`src/rtl/uart_loader.sv`:
```
`default_nettype none
// ============================================================================
// Module   : uart_loader
// Brief    : UART byte-stream bootloader; parses sync/addr/len/payload frames
//            and writes little-endian 32-bit words to the memory bus.
// Revision : 1.0
// ============================================================================
module uart_loader #(
   parameter logic [7:0]  SYNC_BYTE      = 8'hA5,
   parameter int unsigned TIMEOUT_CYCLES = 1000000
) (
   input  logic        clk,
   input  logic        rst,
   input  logic [7:0]  rx_data,
   input  logic        rx_full,
   output logic        rx_re,
   output logic [31:0] mem_addr,
   output logic [31:0] mem_wdata,
   output logic        mem_we,
   input  logic        mem_ready,
   output logic        busy,
   output logic        done,
   output logic        error
);

   localparam logic [31:0] c_timeout_last = 32'(TIMEOUT_CYCLES - 1);

   typedef enum logic [2:0] {
      S_IDLE  = 3'd0,
      S_ADDR  = 3'd1,
      S_LEN   = 3'd2,
      S_DATA  = 3'd3,
      S_WRITE = 3'd4,
      S_DONE  = 3'd5
   } state_t;

   state_t      r_state;
   state_t      w_next_state;
   logic [1:0]  r_idx;
   logic [31:0] r_base;
   logic [15:0] r_count;
   logic [31:0] r_addr;
   logic [31:0] r_wdata;
   logic        r_we;
   logic        r_error;
   logic [31:0] r_timer;

   logic        w_rx_re;
   logic        w_counting;
   logic        w_timeout;
   logic        w_accept;

   always_ff @(posedge clk) begin
      if (rst) begin
         r_state <= S_IDLE;
      end else begin
         r_state <= w_next_state;
      end
   end

   always_comb begin
      w_rx_re      = 1'b0;
      w_counting   = 1'b0;
      w_timeout    = 1'b0;
      w_accept     = 1'b0;
      w_next_state = r_state;

      w_counting = (r_state == S_ADDR) || (r_state == S_LEN) || (r_state == S_DATA);
      w_rx_re    = rx_full && (w_counting || (r_state == S_IDLE));
      // A byte arriving on the terminal cycle wins over the timeout.
      w_timeout  = w_counting && !w_rx_re && (r_timer == c_timeout_last);
      w_accept   = r_we && mem_ready;

      case (r_state)
         S_IDLE: begin
            if (w_rx_re && (rx_data == SYNC_BYTE)) begin
               w_next_state = S_ADDR;
            end
         end
         S_ADDR: begin
            if (w_timeout) begin
               w_next_state = S_IDLE;
            end else if (w_rx_re && (r_idx == 2'd3)) begin
               w_next_state = S_LEN;
            end
         end
         S_LEN: begin
            if (w_timeout) begin
               w_next_state = S_IDLE;
            end else if (w_rx_re && (r_idx == 2'd1)) begin
               w_next_state = ({rx_data, r_count[7:0]} == 16'd0) ? S_DONE : S_DATA;
            end
         end
         S_DATA: begin
            if (w_timeout) begin
               w_next_state = S_IDLE;
            end else if (w_rx_re && (r_idx == 2'd3)) begin
               w_next_state = S_WRITE;
            end
         end
         S_WRITE: begin
            if (w_accept) begin
               w_next_state = (r_count == 16'd1) ? S_DONE : S_DATA;
            end
         end
         S_DONE: begin
            w_next_state = S_IDLE;
         end
         default: begin
            w_next_state = S_IDLE;
         end
      endcase
   end

   always_ff @(posedge clk) begin
      if (rst) begin
         r_idx   <= 2'd0;
         r_base  <= 32'd0;
         r_count <= 16'd0;
         r_addr  <= 32'd0;
         r_wdata <= 32'd0;
         r_we    <= 1'b0;
         r_error <= 1'b0;
         r_timer <= 32'd0;
      end else begin
         r_error <= w_timeout;

         if (w_rx_re) begin
            case (r_state)
               S_IDLE: begin
                  r_idx <= 2'd0;
               end
               S_ADDR: begin
                  r_base[{r_idx, 3'b000} +: 8] <= rx_data;
                  r_idx <= r_idx + 2'd1;
               end
               S_LEN: begin
                  if (r_idx == 2'd0) begin
                     r_count[7:0] <= rx_data;
                     r_idx        <= 2'd1;
                  end else begin
                     r_count[15:8] <= rx_data;
                     r_addr        <= r_base;
                     r_idx         <= 2'd0;
                  end
               end
               S_DATA: begin
                  r_wdata[{r_idx, 3'b000} +: 8] <= rx_data;
                  r_idx <= r_idx + 2'd1;
                  if (r_idx == 2'd3) begin
                     r_we <= 1'b1;
                  end
               end
               default: begin
               end
            endcase
         end

         // An aborted frame leaves any partial word unwritten.
         if (w_timeout) begin
            r_idx <= 2'd0;
         end

         if (w_accept) begin
            r_we    <= 1'b0;
            r_addr  <= r_addr + 32'd4;
            r_count <= r_count - 16'd1;
         end

         // Idle timer holds while waiting on memory and restarts on re-entry to DATA.
         if (w_rx_re || w_timeout) begin
            r_timer <= 32'd0;
         end else if (r_state == S_WRITE) begin
            if (w_accept) begin
               r_timer <= 32'd0;
            end
         end else if (w_counting) begin
            r_timer <= r_timer + 32'd1;
         end else begin
            r_timer <= 32'd0;
         end
      end
   end

   assign rx_re     = w_rx_re;
   assign mem_addr  = r_addr;
   assign mem_wdata = r_wdata;
   assign mem_we    = r_we;
   assign busy      = (r_state != S_IDLE);
   assign done      = (r_state == S_DONE);
   assign error     = r_error;

endmodule
`default_nettype wire

```
`config.mk`:
```
export PLATFORM = sky130hd
export DESIGN_NAME = uart_loader
export DESIGN_NICKNAME = d
export VERILOG_FILES = /design/src/rtl/uart_loader.sv
export SDC_FILE = /design/constraint.sdc
export NUM_CORES = 1
export LEC_CHECK = 0
export ABC_AREA = 1
export BUFFER_PORTS_ARGS = -buffer_cell sky130_fd_sc_hd__buf_2
export CELL_PAD_IN_SITES_DETAIL_PLACEMENT = 1
export CELL_PAD_IN_SITES_GLOBAL_PLACEMENT = 1
export CORE_MARGIN = 1
export CORE_UTILIZATION = 42
export CTS_CLUSTER_DIAMETER = 40
export CTS_CLUSTER_SIZE = 20
export DETAILED_ROUTE_END_ITERATION = 16
export PLACE_DENSITY_LB_ADDON = 0.1
export SYNTH_ARGS = -nofsm -noshare
export SYNTH_HDL_FRONTEND = slang
export SYNTH_SLANG_ARGS = --single-unit
```
`constraint.sdc`:
```
create_clock -name clk -period 2.75 [get_ports clk]
set_clock_uncertainty 0.2 [all_clocks]
set_input_delay 0.55 -clock clk [delete_from_list [all_inputs] [get_ports clk]]
set_output_delay 0.55 -clock clk [all_outputs]
set_load 0.005 [all_outputs]
```
==> results.cfg, run 1 <==
[run_status]
status = complete, no violations

[clocking]
cts_tree = built
clockBufferDepth = 2
cts_buffers = 17
cts-root-buf = clkbuf_16
clock-sinks = 151
clock_latency_ps = 440
htree_levels = 4
cts_hold_buf = 0
clk_pin_slew_ps = 80
cts-resized-gates = 0
postCtsSetupBuffers = 0

[placement]
place_ws_ps = 341
dpl.cell_count = 1595
port_buffers = 80
place_hpwl_um = 22200
gp_congestion = 0.920
dpl_cell_area_um2 = 8910

[routing]
first_pass_iters = 5
vias = 8991
route.detailed.drc = 0
totalWireLength_um = 29300
avgViaCountPerCell = 5.53
drtIter0Drc = 595
ant_nets = 0
routedWlPerCell_um = 18.0

[cells_and_area]
layout-drive-gt1-share_pct = 12.9
layout.area.seq_um2 = 3020
postLayoutCellArea_um2 = 9510
fin_nets = 1374
fillers = 2587
fin_cells = 1627
diodes = 0
area_growth_pct = 14.9
multi_input_area_um2 = 4480

[global_route]
grt_overflow = 0
grt_pass1_wl_um = 47000
grt_max_degree = 47
grt_antenna_before_repair = 0
grt_pass1_vias = 8597
grt_usage_pct = 29.9

[sta]
setup_violations = 0
whs_ps = 258
slew_headroom_pct = 46.7
rsz0062_at_grt = false
worst_slack_ps = 426
tns_ps = 0
fin_crit_sh_pct = 84.5
drv_slew = 0
tightest_slew_ps = 792
max_freq_ghz = 0.430
hold_viol_final = 0
min_period_ps = 2320

[worst_setup_path]
worstSetupPathType = flip-flop to flip-flop
reg2reg_depth = 8
reg2reg_slack_ps = 430
setup.worst_path.start = r_timer[7]
cp.required_ps = 2920
end_kind = flip-flop
cp-start-kind = flip-flop
critPathMaxStageDelay_ps = 580
crit_chain = nand2_1 > nor2_1 > inv_1 > nor3_1 > nand2_1 > nand2_1 > nand3_1 > a21oi_1
timing.critical_path.to = r_timer[27]
cp.depth = 8
r2r-start = r_timer[7]
crit_buf_inv = 1
path_common_cell = nand2_1
path_delay_family = simple AND/OR/NAND/NOR gates
critical_path.slowest_cell = nor3_1
crit_fanout = 5
arrival_ps = 2490
r2r_end = r_timer[27]

[synthesis]
synth_edf_count = 0
avgSynthCellArea_um2 = 6.47
syn-num-nets = 1300
synth_cells = 1280
synth.distinct_cells = 50
ys_ff_latch = 151
synthArstFlopShare_pct = 0
ys.flop_type = dfxtp_1
syn_area_um2 = 8280
yosysWarnings = 0
synth.yosys.seq_area_share_pct = 36.5

[pwr]
p_leak_uw = 0.00378
ir_drop_v = 0.000443
power_density_nw_per_um2 = 628

[die]
die_y_um = 142
io_pins = 81
core_um2 = 19000
die_x_um = 142
die-area_um2 = 20300
rows = 50
start_util_pct = 43.5

[job]
drv_cap = 0

[min_path]
hold_path.class = flip-flop to flip-flop
==> cell type report <==
type | count | share of cell area (%)
multi-input combinational | 942 | 47.1
sequential | 151 | 31.8
inverter | 147 | 5.85
timing repair buffer | 95 | 5.52
clock buffer | 17 | 4.47
tap | 260 | 3.42
clock inverter | 15 | 1.87
==> cell families (layout without fill, tap and decap cells) <==
| family | count (synthesis) | count (layout) | synth area share [%] |
|---|---|---|---|
| AO/OA/AOI/OAI | 236 | 236 | 15.5 |
| AND/OR/NAND/NOR | 690 | 690 | 36.5 |
| buffers and inverters | 187 | 274 | 9.43 |
| XOR/XNOR | 8 | 8 | 0.846 |
| flip-flops | 151 | 151 | 36.5 |
| adder cells (fa/ha/maj) | 8 | 8 | 1.21 |
==> through the flow <==
stage / utilization, % / total power (uW)
after global placement: 46.8 / 3520
after global routing: 50.0 / 6210
after floorplan: - / 3220
after detailed placement: 46.8 / 3560
after CTS: 50.0 / 5980
final: 50.0 / 5970
==> cells in the final DEF (no fill, tap or decap), drive strengths merged, types with 2 or more instances in the layout <==
master,synthesis,layout
nor4,4,4
a21oi,99,99
o211a,2,2
nand2,296,296
buf,20,95
or2,3,3
xor2,8,8
nand3,83,83
o21ai,99,99
o221ai,2,2
o22ai,14,14
ha,8,8
a31oi,10,10
nor3,55,55
inv,147,156
dfxtp,151,151
nor2,222,222
clkinv,0,5
nand3b,5,5
clkbuf,20,17
a211oi,3,3
nand4,20,20
==> worst reg2reg max path, stage by stage, from the launching register on <==
cell,delay [ps]
dfxtp_1,400
nand2_1,160
nor2_1,320
inv_1,190
nor3_1,580
nand2_1,130
nand2_1,90
nand3_1,70
a21oi_1,120
==> worst min-delay path by stage <==
stage / startpoint / end / cells after the start
after CTS: rx_data[0] / r_count[8] / 3
after floorplan: r_base[11] / r_base[11] / 2
final: r_base[11] / r_base[11] / 2
after detailed placement: r_base[19] / r_base[19] / 2
after global placement: r_base[23] / r_base[23] / 2
after global routing: rx_data[0] / r_count[8] / 3
==> synth_stat cells, types with 4 or more instances <==
master | n | share of area (%)
nor3_1 | 53 | 3.2
nand3b_1 | 5 | 0.45
inv_2 | 11 | 0.50
a21oi_1 | 97 | 5.9
clkbuf_1 | 19 | 0.86
nand2_4 | 6 | 0.82
o21ai_0 | 94 | 5.7
nor2_2 | 5 | 0.38
a31oi_1 | 9 | 0.68
nor2_1 | 210 | 9.5
o21ai_1 | 4 | 0.24
o22ai_1 | 14 | 1.1
nand4_1 | 20 | 1.5
inv_1 | 134 | 6.1
nor2_4 | 7 | 0.95
xor2_1 | 8 | 0.85
nand2_2 | 4 | 0.30
nor4_1 | 4 | 0.30
dfxtp_1 | 151 | 37
buf_2 | 10 | 0.60
buf_6 | 5 | 0.68
nand2_1 | 286 | 13
nand3_1 | 79 | 4.8
ha_1 | 8 | 1.2
==> flip-flops by register name, summed over array words and instances (netlist names) <==
register   cells
error          1
r_base        32
r_count       16
mem_we         1
mem_addr      32
r_state        3
r_timer       32
r_idx          2
mem_wdata     32
==> metal layers <==
metal	track usage (%)	routed length [um]	vias up
li1	-	-	4335
met1	45.3	15100	4323
met2	42.3	11900	294
met3	6.06	1870	39
met4	7.41	440	0
met5	0	0	-
==> where the power goes <==
part	switching [uW]	internal (uW)	leakage, uW
Combinational	878	338	0.00226
Sequential	78.5	2260	0.00122
Clock	1110	1300	0.000297
(Power assumes the default switching activity.)
==> inputs of run 2 (changes only) <==
Settings changed: CORE_UTILIZATION 42 to 38.
Clock period 2.75 ns to 2.06 ns, I/O delays scaled along.
==> run 2 against run 1 <==
Net effect: sequential share of layout area shrank 2.2 points; count of clock-buffer cells in the layout grew 1; critical path depth shrank 3; critical endpoint is now done; register-to-register slack lost 360 ps; die area grew 10%; sequential cell count is the same; highest routed layer unchanged; final cell count grew 5.5%; first-iteration DRC count grew 4.5%.
==> results.cfg, run 2 (synthesis gave the netlist of run 1 again) <==
[placement]
dpl.cell_count = 1681
place_hpwl_um = 23600
port_buffers = 80
gp_congestion = 0.891

[min_path]
worst_hold_path.endpoint = r_count[8]
worstHoldStart = rx_data[0]
hold_path.class = input pin to flip-flop
hold_depth = 3

[global_route]
grt_pass1_wl_um = 48700
grt_max_degree = 39
busiest_layer = met1
gr-usage-met1_pct = 43.2
grtUsageMet2_pct = 40.5
grt_pass1_vias = 8929
grt_overflow = 0
grt_antenna_before_repair = 1
use_met3_pct = 3.87
grt_usage_pct = 28.1

[routing]
first_pass_iters = 7
ant_nets = 0
vias = 9119
avgViaCountPerCell = 5.31
totalWireLength_um = 30700
routedWlPerCell_um = 17.9
drtIter0Drc = 622
route.detailed.drc = 0

[die]
io_pins = 81
start_util_pct = 39.0
core_um2 = 21200
rows = 53
die-area_um2 = 22400
die_x_um = 150
die_y_um = 150

[pwr]
p_switching_uw = 2810
p_leak_uw = 0.00415
seq_power_share_pct = 38.7
ir_drop_v = 0.000525
p_comb_share_pct = 22.6
power_density_nw_per_um2 = 787
p_clk_share_pct = 38.7
swShare_pct = 35.0
internal_power_uw = 5230

[cells_and_area]
fin_cells = 1717
area_growth_pct = 23.5
fin_util_pct = 48.2
layout_commonest_cell = nand2_1
final_cell_mix = nand2_1 (284), nor2_1 (193), dfxtp_1 (149)
fin_nets = 1448
layout-drive-gt1-share_pct = 19.9
fillers = 2836

[worst_setup_path]
worstSetupPathType = flip-flop to output port
crit_fanout = 5
cp.required_ps = 1450
cp-start-kind = flip-flop
r2r_end = r_base[19]
arrival_ps = 1400
r2r-start = r_idx[0]
end_kind = output port
reg2reg_depth = 7
reg2reg_slack_ps = 70

[clocking]
cts-root-buf = clkbuf_16
cts_tree = built
clock_latency_ps = 440
cts_buffers = 17
htree_levels = 4
clock-sinks = 151
cts_hold_buf = 0
clk_pin_slew_ps = 70
clockBufferDepth = 2

[sta]
hold_viol_final = 0
rsz0062_at_grt = true
setup_violations = 0
slew_headroom_pct = 62.3
min_period_ps = 2010
drv_slew = 0
fin_crit_sh_pct = 97.5
tightest_slew_ps = 560
max_freq_ghz = 0.498

[job]
drv_cap = 0

[run_status]
status = complete, no violations
==> run 2: metal layers <==
metal  wire [um]  part of all wire, %
met1       16000                   52
met2       12700                   41
met3        1690                  5.5
met5           0                    0
met4         321                  1.0
==> run 2: what timing repair did <==
action                     CTS  global route
pin swaps                    0             2
setup endpoints to repair    4            86
setup buffers                0             2
cloned                       0             1
gates resized for setup      6            45
==> run 2: worst max-delay path by stage <==
| stage | slack, ps | to | depth (start not counted) | start |
|---|---|---|---|---|
| floorplan | 140 | mem_addr[9] | 10 | r_idx[0] |
| global placement | 40 | mem_addr[20] | 10 | mem_addr[2] |
| detailed placement | 4 | mem_wdata[21] | 9 | r_state[0] |
| CTS | 20 | r_base[7] | 7 | r_idx[0] |
| global route | -60 | r_base[19] | 7 | r_idx[0] |
| finish | 50 | done | 5 | r_state[0] |
==> run 2: worst max-delay path, cell delays in order, from the launching register on <==
cell and delay (ps):
dfxtp_1 390, inv_2 110, nor2_2 130, inv_2 70
nor2_2 130, buf_2 140
==> run 2: cell type report <==
class | instances | area, um2 | share of cell area (%)
Clock buffer | 18 | 439 | 4.29
Multi-Input combinational cell | 943 | 4630 | 45.2
Sequential cell | 151 | 3030 | 29.6
Tap cell | 275 | 344 | 3.36
Inverter | 147 | 562 | 5.49
Timing Repair Buffer | 168 | 1100 | 10.8
Clock inverter | 14 | 126 | 1.24
Antenna cell | 1 | 2.50 | 0.0245
==> run 2: metrics by stage <==
step	total power (uW)	setup WS [ps]	setup TNS (ps)	instance area [um2]	hold WS (ps)
after floorplan	4290	140	0	8280	225
after global placement	4830	44.1	0	9490	243
after detailed placement	4880	3.64	0	9490	243
after CTS	8010	24.4	0	10100	113
after global routing	8420	-56.7	-247	10200	146
final	8050	51.2	0	10200	126
==> run 2: power groups by stage <==
stage	Combinational, uW	Sequential [uW]	Clock (uW)
floorplan	1140	3160	0
global placement	1670	3170	0
detailed placement	1710	3170	0
CTS	1750	3100	3160
global route	2010	3120	3280
finish	1820	3110	3110
